**src/rtl/spi_master_param.sv**
```systemverilog
`timescale 1ns/1ps
`default_nettype none
// ============================================================================
//  Module   : spi_master_param
//  Purpose  : Parametrised full-duplex SPI master. Word width, SCLK divider,
//             MISO synchroniser depth and slave-select count are parameters;
//             CPOL/CPHA and the target slave are chosen per transfer.
//  Revision : 1.0 - initial release
// ============================================================================
module spi_master_param #(
    parameter int DATA_W = 16,
    parameter int DIV    = 32,
    parameter int NUM_SS = 4,
    parameter int NSYNC  = 2,
    localparam int SS_W  = (NUM_SS > 1) ? $clog2(NUM_SS) : 1
) (
    input  logic              clk,
    input  logic              rst,
    input  logic              wrt,
    input  logic [DATA_W-1:0] cmd,
    input  logic [SS_W-1:0]   ss_sel,
    input  logic              cpol,
    input  logic              cpha,
    input  logic              MISO,
    output logic              SCLK,
    output logic              MOSI,
    output logic [NUM_SS-1:0] SS_n,
    output logic              busy,
    output logic              done,
    output logic [DATA_W-1:0] SPI_data_out
);

    localparam int CW = $clog2(DIV);
    localparam int BW = $clog2(DATA_W);

    localparam logic [CW-1:0] c_half      = CW'(DIV / 2);
    localparam logic [CW-1:0] c_half_last = CW'(DIV / 2 - 1);
    localparam logic [CW-1:0] c_div_last  = CW'(DIV - 1);
    localparam logic [BW-1:0] c_bit_last  = BW'(DATA_W - 1);

    typedef enum logic [2:0] {
        IDLE  = 3'd0,
        LEAD  = 3'd1,
        XFER  = 3'd2,
        TRAIL = 3'd3,
        DONE  = 3'd4
    } state_t;

    state_t              r_state;
    state_t              w_state_nxt;
    logic [CW-1:0]       r_cnt;
    logic [CW-1:0]       w_cnt_nxt;
    logic [BW-1:0]       r_bit;
    logic [BW-1:0]       w_bit_nxt;
    logic [DATA_W-1:0]   r_tx;
    logic [DATA_W-1:0]   r_rx;
    logic [NSYNC-1:0]    r_sync;
    logic                r_cpol;
    logic                r_cpha;
    logic [SS_W-1:0]     r_ss;
    logic                r_sclk;
    logic [NUM_SS-1:0]   r_ss_n;
    logic [DATA_W-1:0]   r_data_out;

    logic                w_accept;
    logic                w_capture;
    logic                w_cpol_nxt;
    logic                w_cpha_nxt;
    logic [SS_W-1:0]     w_ss_nxt;
    logic                w_sclk_nxt;
    logic [NUM_SS-1:0]   w_ss_n_nxt;

    // State register
    always_ff @(posedge clk) begin
        if (rst) begin
            r_state <= IDLE;
        end else begin
            r_state <= w_state_nxt;
        end
    end

    // Next-state, counter sequencing and next values of the registered pins
    always_comb begin
        w_state_nxt = r_state;
        w_cnt_nxt   = r_cnt;
        w_bit_nxt   = r_bit;
        w_accept    = 1'b0;
        w_capture   = 1'b0;

        case (r_state)
            IDLE: begin
                if (wrt) begin
                    w_accept    = 1'b1;
                    w_state_nxt = LEAD;
                    w_cnt_nxt   = '0;
                    w_bit_nxt   = '0;
                end
            end
            LEAD: begin
                if (r_cnt == c_half_last) begin
                    w_state_nxt = XFER;
                    w_cnt_nxt   = '0;
                end else begin
                    w_cnt_nxt = r_cnt + 1'b1;
                end
            end
            XFER: begin
                if (r_cnt == c_div_last) begin
                    w_capture = 1'b1;
                    w_cnt_nxt = '0;
                    if (r_bit == c_bit_last) begin
                        w_state_nxt = TRAIL;
                    end else begin
                        w_bit_nxt = r_bit + 1'b1;
                    end
                end else begin
                    w_cnt_nxt = r_cnt + 1'b1;
                end
            end
            TRAIL: begin
                if (r_cnt == c_half_last) begin
                    w_state_nxt = DONE;
                    w_cnt_nxt   = '0;
                end else begin
                    w_cnt_nxt = r_cnt + 1'b1;
                end
            end
            DONE: begin
                w_state_nxt = IDLE;
            end
            default: begin
                w_state_nxt = IDLE;
            end
        endcase

        // Transfer settings are taken from the ports on the accepting edge
        w_cpol_nxt = w_accept ? cpol   : r_cpol;
        w_cpha_nxt = w_accept ? cpha   : r_cpha;
        w_ss_nxt   = w_accept ? ss_sel : r_ss;

        // SCLK rests at CPOL except while shifting; CPHA swaps the half-periods
        w_sclk_nxt = w_cpol_nxt;
        if (w_state_nxt == XFER) begin
            w_sclk_nxt = w_cpol_nxt ^ w_cpha_nxt ^ (w_cnt_nxt >= c_half);
        end

        // An out-of-range slave index simply selects nobody
        w_ss_n_nxt = '1;
        if ((w_state_nxt == LEAD) || (w_state_nxt == XFER) || (w_state_nxt == TRAIL)) begin
            for (int i = 0; i < NUM_SS; i++) begin
                if (32'(w_ss_nxt) == i) begin
                    w_ss_n_nxt[i] = 1'b0;
                end
            end
        end
    end

    // Datapath: counters, shift registers, MISO synchroniser and pin registers
    always_ff @(posedge clk) begin
        if (rst) begin
            r_cnt      <= '0;
            r_bit      <= '0;
            r_tx       <= '0;
            r_rx       <= '0;
            r_sync     <= '0;
            r_cpol     <= 1'b0;
            r_cpha     <= 1'b0;
            r_ss       <= '0;
            r_sclk     <= 1'b0;
            r_ss_n     <= '1;
            r_data_out <= '0;
        end else begin
            r_cnt  <= w_cnt_nxt;
            r_bit  <= w_bit_nxt;
            r_sync <= {r_sync[NSYNC-2:0], MISO};
            r_cpol <= w_cpol_nxt;
            r_cpha <= w_cpha_nxt;
            r_ss   <= w_ss_nxt;
            r_sclk <= w_sclk_nxt;
            r_ss_n <= w_ss_n_nxt;
            if (w_accept) begin
                r_tx <= cmd;
                r_rx <= '0;
            end else if (w_capture) begin
                // MOSI only moves on bit boundaries, together with the capture
                r_tx <= {r_tx[DATA_W-2:0], 1'b0};
                r_rx <= {r_rx[DATA_W-2:0], r_sync[NSYNC-1]};
            end
            if ((r_state == TRAIL) && (w_state_nxt == DONE)) begin
                r_data_out <= r_rx;
            end
        end
    end

    assign SCLK         = r_sclk;
    assign MOSI         = r_tx[DATA_W-1];
    assign SS_n         = r_ss_n;
    assign busy         = (r_state != IDLE);
    assign done         = (r_state == DONE);
    assign SPI_data_out = r_data_out;

endmodule
`default_nettype wire

```
**config.mk**
```make
export PLATFORM = sky130hd
export DESIGN_NAME = spi_master_param
export DESIGN_NICKNAME = d
export VERILOG_FILES = /design/src/rtl/spi_master_param.sv
export SDC_FILE = /design/constraint.sdc
export NUM_CORES = 1
export LEC_CHECK = 0
export BUFFER_PORTS_ARGS = -buffer_cell sky130_fd_sc_hd__buf_2
export CAP_MARGIN = 20
export CORE_AREA = 4 4 74 76
export CTS_CLUSTER_SIZE = 8
export DETAILED_ROUTE_END_ITERATION = 12
export DIE_AREA = 0 0 78 80
export PLACE_DENSITY = 0.82
export SLEW_MARGIN = 20
export SYNTH_ARGS = -nofsm -noshare
export SYNTH_HDL_FRONTEND = slang
export SYNTH_SLANG_ARGS = --single-unit
export TNS_END_PERCENT = 50
```
**constraint.sdc**
```tcl
create_clock -name clk -period 3.1 [get_ports clk]
set_clock_uncertainty 0.1 [all_clocks]
set_input_delay 0.465 -clock clk [delete_from_list [all_inputs] [get_ports clk]]
set_output_delay 0.465 -clock clk [all_outputs]
set_load 0.01 [all_outputs]
```
==> impl_metrics.py, run 1 <==
metrics = {
    "status": {
        "status": "completed",
    },
    "logic_synthesis": {
        "synthTopCellsByCount": "nand2_1, dfxtp_1, a21oi_1",
        "synth.yosys.seq_area_share_pct": 50.6,
        "synth_cell_types": 40,
        "ys_seq_elements": 71,
        "synth_edf_count": 0,
        "syn_area_sq_um": 2810,
        "yosys.area.top_type": "dfxtp_1",
        "synth_ff_type": "dfxtp_1",
        "syn_nets": 370,
        "syn_avg_cell_area_sq_um": 8.24,
        "synth.most_common_cell": "nand2_1",
        "synthArstFlopShare_pct": 0,
        "ys_warn_count": 0,
        "synth.top_cell.area_share_pct": 50.6,
        "synth_cells": 341,
        "synthTopCellsByArea": "dfxtp_1, nand2_1, a21oi_1, nor2_1, nor3_1",
    },
    "sta": {
        "period_minus_slack_ns": 2.50,
        "rsz0062_at_grt": "false",
        "slew_headroom_pct": 50.0,
        "holdWs_ns": 0.263,
        "setup_tns_ns": 0,
        "maxSlewViolCount": 0,
        "max_freq_mhz": 400,
        "tightest_slew_ns": 0.751,
        "setup-violations-final": 0,
        "post-route-period-util_pct": 80.6,
        "hold_viol": 0,
    },
    "setup_path": {
        "crit_arrival_ns": 2.63,
        "slowest_stage": "or4b_4",
        "worstPathRequired_ns": 3.23,
        "crit_fanout": 30,
        "cp_slowest_stage_delay_ns": 0.79,
        "start_kind": "register",
        "worstSetupEndpointType": "register",
        "critical_path_class": "register to register",
        "crit_chain": "or4b_4 > mux2i_1 > or3_1 > a21oi_1 > mux2_1",
    },
    "floorplanning": {
        "start_util_pct": 59.5,
        "core_sq_um": 4720,
        "die_w_microns": 78,
        "die_h_microns": 80,
        "die-area_sq_um": 6240,
        "row_count": 25,
        "io_pins": 48,
    },
    "clock_tree": {
        "insertion_delay_ns": 0.34,
        "cts_tree": "done",
        "cts_hold_buffers": 0,
        "cts.clk_slew.worst_paths_ns": 0.07,
        "clockBufferDepth": 2,
        "cts.htree.levels": 3,
        "post_cts_resized": 0,
        "numClockSinks": 71,
        "cts-root-buf": "clkbuf_8",
        "postCtsSetupRepairBufs": 0,
        "cts-buffers-inserted": 9,
    },
    "global_route": {
        "grtUsageTotal_pct": 19.9,
        "first_global_vias": 2262,
        "grt_pass1_wl_mm": 9.78,
        "grt_max_degree": 51,
        "grt_overflow_total": 0,
        "antenna_found_initial": 0,
    },
    "pwr": {
        "seqPwrFrac_pct": 48.8,
        "finalPower_w": 0.00197,
        "switching_share_pct": 22.2,
        "p_int_w": 0.00153,
        "combinationalPowerShare_pct": 6.2,
        "p_sw_w": 0.000437,
        "p_clk_share_pct": 45.0,
        "ir_drop_mv": 0.367,
        "power.density_nw_per_um2": 597,
        "power.leakage_nw": 1.31,
    },
    "routing": {
        "drt_pass1_iterations": 4,
        "vias": 2384,
        "drt_iter0_drc": 136,
        "wl_per_cell_microns": 12.6,
        "postRouteAntennaNets": 0,
        "drc_errors": 0,
        "wl_met3_microns": 249,
        "wirelength_mm": 5.67,
        "top_layer": "met4",
        "viasPerCell": 5.29,
        "drt-met1-wl_mm": 2.52,
        "wl_met2_mm": 2.76,
    },
    "placement": {
        "placed_area_sq_um": 3050,
        "gp_congestion": 0.788,
        "hpwl_mm": 3.54,
        "port_buffers": 47,
        "dp.cells": 435,
    },
    "final_layout": {
        "num-nets-final": 408,
        "design_area_sq_um": 3300,
        "final_layout_size_suffix_gt1_share_pct": 18.5,
        "fin_cells": 451,
        "area_delta_synth_final_pct": 17.3,
        "num_antenna_cells": 0,
    },
    "flow_run": {
        "maxCapViolations": 0,
    },
    "min_path": {
        "hp-class": "input port to register",
    },
}
[cells in the final DEF, fill, tap and decap left out, types with 2 or more instances in the layout]
master	Yosys	final
nand2_1	85	85
nor3b_1	3	3
clkinv_4	0	3
or3_1	3	3
buf_4	0	3
bufinv_16	0	3
buf_2	5	47
inv_1	6	6
o21bai_1	2	2
a21oi_1	40	40
nor3_1	13	13
clkbuf_8	0	9
a311oi_1	6	6
nand3_1	5	5
dfxtp_1	71	71
o21ai_0	3	3
nand3b_1	3	3
o22ai_1	9	9
ha_1	5	5
mux2i_1	5	5
nor2b_1	5	5
xnor2_1	3	3
nor2_1	32	32
[registers in the layout, indices dropped and copies added, names as in the netlist, named ones only]
signal	cells
r_ss	2
SPI_data_out	16
r_tx	16
SCLK	1
r_bit	4
r_cnt	3
r_state	3
r_cpha	1
r_rx	16
r_sync	2
r_cpol	1
SS_n	4
[metrics by stage]
step                      utilization [%]  worst slack [ns]
final                                69.8             0.601
after global routing                 69.8             0.479
after CTS                            69.8             0.618
after detailed placement             64.6             0.635
after global placement               64.6             0.697
after floorplan                         -             0.991
[power by group through the flow]
stage          registers, W  clock network (W)  logic (W)
2_1_floorplan      0.000977                  0  0.0000898
3_3_place_gp       0.000978                  0   0.000118
3_5_place_dp       0.000980                  0   0.000121
4_1_cts            0.000959           0.000902   0.000123
5_1_grt            0.000963           0.000942   0.000137
6_report           0.000960           0.000885   0.000122
[kinds of logic (layout without fill, tap and decap cells)]
family	Yosys count	in the layout	synth area share (%)
and+or+nand+nor	162	162	26.2
DFF	71	71	50.6
AOI/OAI and AO/OA	65	65	13.5
buffers and inverters	29	72	4.36
muxes	6	6	2.18
adders and majority gates	5	5	2.23
xor gates and xnor gates	3	3	0.936
[worst max-delay path: cells and delay by family (launching register included)]
kind	cells	cell delay (ns)
and+or+nand+nor	2	1.11
muxes	2	0.53
DFF	1	0.48
AOI/OAI and AO/OA	1	0.18
[metal layers]
metal  track usage [%]  vias to the layer above
met3              5.30                       12
met5                 0                        -
met1              23.3                     1098
met4              11.2                        0
li1                  -                     1219
met2              33.0                       55
[final timing paths]
| check | start | end | slack, ns | cells past startpoint |
|---|---|---|---|---|
| max | r_state[0] | SCLK | 0.60 | 5 |
| min | cmd[0] | r_tx[0] | 0.26 | 3 |
| max reg2reg | r_state[0] | SCLK | 0.60 | 5 |
| min reg2reg | r_sync[1] | r_rx[0] | 0.34 | 2 |
[area by class of cell]
| class | count | area, sq um |
|---|---|---|
| clock buffer | 9 | 124 |
| clock inverter | 7 | 121 |
| fill | 380 | 1430 |
| inverter | 6 | 22.5 |
| multi-input combinational | 241 | 1260 |
| sequential | 71 | 1420 |
| tap | 67 | 83.8 |
| timing repair buffer | 50 | 258 |
Power figures use the tool's default switching activity.
==> run 2, diff against run 1 <==
--- a/config.mk
+++ b/config.mk
@@ -5,13 +5,14 @@
 export SDC_FILE = /design/constraint.sdc
 export NUM_CORES = 1
 export LEC_CHECK = 0
+export ABC_AREA = 1
 export BUFFER_PORTS_ARGS = -buffer_cell sky130_fd_sc_hd__buf_2
 export CAP_MARGIN = 20
-export CORE_AREA = 4 4 74 76
+export CORE_AREA = 4 4 82 84
 export CTS_CLUSTER_SIZE = 8
 export DETAILED_ROUTE_END_ITERATION = 12
-export DIE_AREA = 0 0 78 80
-export PLACE_DENSITY = 0.82
+export DIE_AREA = 0 0 86 88
+export PLACE_DENSITY = 0.73
 export SLEW_MARGIN = 20
 export SYNTH_ARGS = -nofsm -noshare
 export SYNTH_HDL_FRONTEND = slang
==> constraint.sdc (replaced) <==
create_clock -name clk -period 2.25 [get_ports clk]
set_clock_uncertainty 0.1 [all_clocks]
set_input_delay 0.3375 -clock clk [delete_from_list [all_inputs] [get_ports clk]]
set_output_delay 0.3375 -clock clk [all_outputs]
set_load 0.01 [all_outputs]
==> impl_metrics.py, run 2 <==
metrics = {
    "global_route": {
        "grt_overflow_total": 0,
        "grt_pass1_wl_mm": 9.80,
        "grt_max_degree": 24,
        "first_global_vias": 2213,
        "antenna_found_initial": 0,
        "grtUsageTotal_pct": 16.4,
    },
    "logic_synthesis": {
        "yosys.area.top_type": "dfxtp_1",
        "synthArstFlopShare_pct": 0,
        "synth.most_common_cell": "dfxtp_1",
        "syn_area_sq_um": 2930,
        "synthTopCellsByCount": "dfxtp_1, nor2_1, o21ai_0",
        "synth_ff_type": "dfxtp_1",
        "synth_edf_count": 0,
        "synth.top_cell.area_share_pct": 48.5,
        "synthTopCellsByArea": "dfxtp_1, nor2_1, o21ai_0, nand2_1, a21oi_1",
        "ys_seq_elements": 71,
        "synth_cell_types": 38,
        "synth_cells": 355,
        "ys_warn_count": 0,
        "syn_avg_cell_area_sq_um": 8.25,
        "syn_nets": 384,
        "synth.yosys.seq_area_share_pct": 48.5,
    },
    "pwr": {
        "seqPwrFrac_pct": 49.5,
        "p_clk_share_pct": 42.3,
        "power.leakage_nw": 1.54,
        "p_int_w": 0.00204,
        "switching_share_pct": 23.3,
        "combinationalPowerShare_pct": 8.2,
        "ir_drop_mv": 0.526,
        "power.density_nw_per_um2": 776,
        "p_sw_w": 0.000620,
    },
    "floorplanning": {
        "row_count": 28,
        "core_sq_um": 5920,
        "die_h_microns": 88,
        "die-area_sq_um": 7570,
        "start_util_pct": 49.5,
        "io_pins": 48,
        "die_w_microns": 86,
    },
    "clock_tree": {
        "postCtsSetupRepairBufs": 0,
        "clockBufferDepth": 2,
        "post_cts_resized": 0,
        "cts_hold_buffers": 0,
        "insertion_delay_ns": 0.34,
        "numClockSinks": 71,
        "cts.htree.levels": 3,
        "cts_tree": "done",
        "cts-root-buf": "clkbuf_8",
        "cts-buffers-inserted": 9,
        "cts.clk_slew.worst_paths_ns": 0.07,
    },
    "setup_path": {
        "crit_fanout": 22,
        "path_depth": 10,
        "cp_num_buf_inv": 3,
        "slowest_stage": "dfxtp_1",
        "critical_path_class": "register to register",
        "worstPathRequired_ns": 2.42,
        "endpoint": "r_rx[9]",
        "cp_slowest_stage_delay_ns": 0.37,
        "start_kind": "register",
        "r2r_cells": 10,
        "crit_chain": "ha_1 > nand2_1 > inv_1 > nand2_1 > inv_1 > ha_1 > nand2_4 > inv_2 > o21ai_0 > a21oi_1",
        "crit_arrival_ns": 2.11,
        "worstSetupEndpointType": "register",
        "cp_top_family": "buffers and inverters",
        "r2r_end": "r_rx[9]",
        "reg2reg_slack_ns": 0.31,
    },
    "final_layout": {
        "seq_area_sq_um": 1420,
        "fin_util_pct": 57.8,
        "mostFrequentLayoutCells": "dfxtp_1, nor2_1, buf_2, o21ai_0, nand2_1",
        "final_layout_size_suffix_gt1_share_pct": 23.9,
        "design_area_sq_um": 3420,
        "area_delta_synth_final_pct": 16.8,
        "num-nets-final": 430,
        "layout_commonest_cell": "dfxtp_1",
        "n_fill_cell": 541,
        "multi_input_area_sq_um": 1270,
        "num_antenna_cells": 0,
    },
    "sta": {
        "slew_headroom_pct": 68.0,
        "setup-violations-final": 0,
        "rsz0062_at_grt": "false",
        "tightest_slew_ns": 0.475,
        "post-route-period-util_pct": 86.0,
        "holdWs_ns": 0.0970,
        "hold_viol": 0,
        "setup_tns_ns": 0,
        "period_minus_slack_ns": 1.94,
        "max_freq_mhz": 517,
        "maxSlewViolCount": 0,
    },
    "placement": {
        "placed_area_sq_um": 3200,
        "hpwl_mm": 4.04,
        "gp_congestion": 0.780,
        "port_buffers": 47,
    },
    "flow_run": {
        "maxCapViolations": 0,
    },
    "routing": {
        "drt_pass1_iterations": 4,
        "viasPerCell": 4.95,
        "drc_errors": 0,
        "wl_per_cell_microns": 12.1,
        "drt_iter0_drc": 116,
        "postRouteAntennaNets": 0,
        "wirelength_mm": 5.81,
        "vias": 2382,
    },
    "status": {
        "status": "completed",
    },
    "min_path": {
        "hp-class": "input port to register",
    },
}
-- run 2: worst min path at each step --
stage,from,end,slack (ns),depth (start not counted)
after floorplan,r_sync[0],r_sync[1],0.29,2
after global placement,r_sync[0],r_sync[1],0.32,2
after detailed placement,r_sync[0],r_sync[1],0.32,2
after CTS,MISO,r_sync[0],0.08,3
after global routing,MISO,r_sync[0],0.1,3
final,MISO,r_sync[0],0.1,3
-- run 2: routing by layer --
| layer | global-route usage [%] | vias up | routed length, microns |
|---|---|---|---|
| met2 | 26.6 | 44 | 2760 |
| met4 | 7.48 | 0 | 85 |
| li1 | - | 1251 | - |
| met1 | 20.1 | 1078 | 2680 |
| met3 | 4.70 | 9 | 290 |
| met5 | 0 | - | 0 |
-- run 2: worst register-to-register path: stages (launching register included) --
cell     delay [ns]
dfxtp_1        0.37
ha_1           0.18
nand2_1        0.06
inv_1          0.05
nand2_1        0.06
inv_1          0.08
ha_1           0.24
nand2_4        0.14
inv_2          0.33
o21ai_0        0.14
a21oi_1        0.12
-- run 2: layout make-up --
type                       instances  share of cell area (%)
sequential                        71                    41.5
clock buffer                      11                    4.13
tap                               75                    2.74
inverter                          35                    3.91
clock inverter                     5                    2.38
timing repair buffer              51                    8.12
multi-input combinational        233                    37.2
-- run 2: power by group through the flow --
| stage | sequential, W | clock [W] | combinational [W] |
|---|---|---|---|
| 2_1_floorplan | 0.00134 | 0 | 0.000166 |
| 4_1_cts | 0.00132 | 0.00115 | 0.000220 |
| 3_3_place_gp | 0.00134 | 0 | 0.000215 |
| 3_5_place_dp | 0.00134 | 0 | 0.000220 |
| 6_report | 0.00132 | 0.00112 | 0.000218 |
| 5_1_grt | 0.00132 | 0.00121 | 0.000248 |
-- run 2: logic make-up after synthesis --
family                   Yosys count  share of synthesized area (%)
buffers and inverters             51                           8.03
multiplexers                       2                           1.54
AO/OA/AOI/OAI                     85                           16.9
XOR/XNOR                           4                           1.20
flip-flops                        71                           48.5
adder cells (fa/ha/maj)            5                           2.14
AND/OR/NAND/NOR                  137                           21.7
-- run 2: through the flow --
step           cells  total power, W  worst slack (ns)
2_1_floorplan    355         0.00151             0.458
5_1_grt          481         0.00278            0.0958
4_1_cts          481         0.00269             0.304
6_report         481         0.00266             0.314
3_3_place_gp     465         0.00156             0.349
3_5_place_dp     465         0.00156             0.320
==> run 3, diff against run 2 <==
--- a/config.mk
+++ b/config.mk
@@ -6,13 +6,13 @@
 export NUM_CORES = 1
 export LEC_CHECK = 0
 export ABC_AREA = 1
-export BUFFER_PORTS_ARGS = -buffer_cell sky130_fd_sc_hd__buf_2
 export CAP_MARGIN = 20
-export CORE_AREA = 4 4 82 84
+export CORE_AREA = 4 4 78 80
 export CTS_CLUSTER_SIZE = 8
 export DETAILED_ROUTE_END_ITERATION = 12
-export DIE_AREA = 0 0 86 88
-export PLACE_DENSITY = 0.73
+export DIE_AREA = 0 0 82 84
+export DONT_BUFFER_PORTS = 1
+export PLACE_DENSITY = 0.72
 export SLEW_MARGIN = 20
 export SYNTH_ARGS = -nofsm -noshare
 export SYNTH_HDL_FRONTEND = slang
==> impl_metrics.py, run 3 (synthesis results as in run 2) <==
metrics = {
    "status": {
        "status": "completed",
    },
    "clock_tree": {
        "cts-root-buf": "clkbuf_8",
        "numClockSinks": 71,
        "cts.htree.levels": 3,
        "postCtsSetupRepairBufs": 0,
        "clockBufferDepth": 2,
        "cts-buffers-inserted": 9,
        "cts_tree": "done",
        "insertion_delay_ns": 0.35,
        "cts.clk_slew.worst_paths_ns": 0.07,
    },
    "placement": {
        "gp_congestion": 0.773,
        "placed_area_sq_um": 2950,
        "post-place-ws_ns": 0.248,
        "port_buffers": 0,
        "hpwl_mm": 3.93,
    },
    "sta": {
        "maxSlewViolCount": 0,
        "max_freq_mhz": 511,
        "setup_slack_ns": 0.294,
        "post-route-period-util_pct": 86.9,
        "hold_viol": 0,
        "setup-violations-final": 0,
        "setup_tns_ns": 0,
        "period_minus_slack_ns": 1.96,
        "tightest_slew_ns": 0.627,
        "slew_headroom_pct": 58.1,
        "rsz0062_at_grt": "false",
    },
    "final_layout": {
        "num_antenna_cells": 0,
        "fin_util_pct": 58.6,
        "layout_commonest_cell": "dfxtp_1",
        "area_delta_synth_final_pct": 8.12,
        "final_layout_size_suffix_gt1_share_pct": 14.1,
        "num-nets-final": 385,
        "mostFrequentLayoutCells": "dfxtp_1, nor2_1, o21ai_0, nand2_1, inv_1",
        "design_area_sq_um": 3170,
    },
    "pwr": {
        "finalPower_w": 0.00252,
        "power.density_nw_per_um2": 796,
        "power.leakage_nw": 1.33,
        "ir_drop_mv": 0.465,
    },
    "setup_path": {
        "crit_arrival_ns": 2.11,
        "slowest_stage": "o21ai_0",
        "worstSetupEndpointType": "register",
        "cp_num_buf_inv": 2,
        "cp_top_family": "compound AO/OA/AOI/OAI gates",
        "start_kind": "register",
        "crit_chain": "ha_1 > nand2_1 > inv_1 > nand2_1 > inv_1 > ha_1 > o21ai_0 > nor2_1 > a311oi_1",
        "worstPathRequired_ns": 2.40,
        "critical_path_class": "register to register",
        "cp_slowest_stage_delay_ns": 0.43,
        "crit_fanout": 4,
    },
    "routing": {
        "vias": 2265,
        "wl_per_cell_microns": 13.1,
        "wirelength_mm": 5.68,
        "drc_errors": 0,
        "drt_iter0_drc": 102,
        "drt_pass1_iterations": 4,
        "viasPerCell": 5.23,
        "postRouteAntennaNets": 0,
    },
    "floorplanning": {
        "core_sq_um": 5410,
        "die_w_microns": 82,
        "die_h_microns": 84,
        "start_util_pct": 54.2,
        "row_count": 27,
        "die-area_sq_um": 6890,
        "io_pins": 48,
    },
    "global_route": {
        "first_global_vias": 2274,
        "grtUsageTotal_pct": 18.3,
        "grt_max_degree": 24,
        "grt_overflow_total": 0,
        "grt_pass1_wl_mm": 9.80,
        "antenna_found_initial": 0,
    },
    "min_path": {
        "hold_start": "ss_sel[0]",
        "hp-class": "input port to register",
    },
    "flow_run": {
        "maxCapViolations": 0,
    },
}
[run 3: timing repair]
| action | 4_1_cts | 5_1_grt |
|---|---|---|
| gates resized for setup | 0 | 2 |
| hold buffers | 2 | 0 |
| endpoints found under the setup margin | 0 | 2 |
| hold endpoints to repair | 17 | 0 |
[run 3: layout make-up]
type	instances	area (sq um)
fillers	500	2240
flip-flops and latches	71	1420
multi-input cells	233	1270
clock buffers	10	138
inverters	35	136
well taps	72	90.1
clock inverters	6	58.8
repair buffers	6	50.0
[run 3: where the power goes]
group          total (W)  internal [W]  leakage (nW)  switching (W)
Sequential       0.00132       0.00130         0.578      0.0000235
Clock            0.00101      0.000538         0.106       0.000474
Combinational   0.000187     0.0000680         0.650       0.000119
[run 3: layer usage]
layer	up-vias	routed length [microns]	track usage [%]
met1	1036	2530	21.1
met3	15	327	7.13
li1	1170	-	-
met5	-	0	0
met2	44	2700	29.6
met4	0	114	7.40
[run 3: path summary, 6_finish.rpt]
kind | endpoint | slack (ns) | cells past startpoint
max | register | 0.29 | 9
min | SS_n[0] | 0.03 | 2
max reg2reg | register | 0.29 | 9
min reg2reg | r_sync[1] | 0.33 | 2
[run 3: metrics by stage]
stage	hold WS, ns	std cells
after floorplan	0.288	355
after global placement	0.309	415
after detailed placement	0.310	415
after CTS	0.0121	433
after global routing	0.0102	433
final	0.0301	433
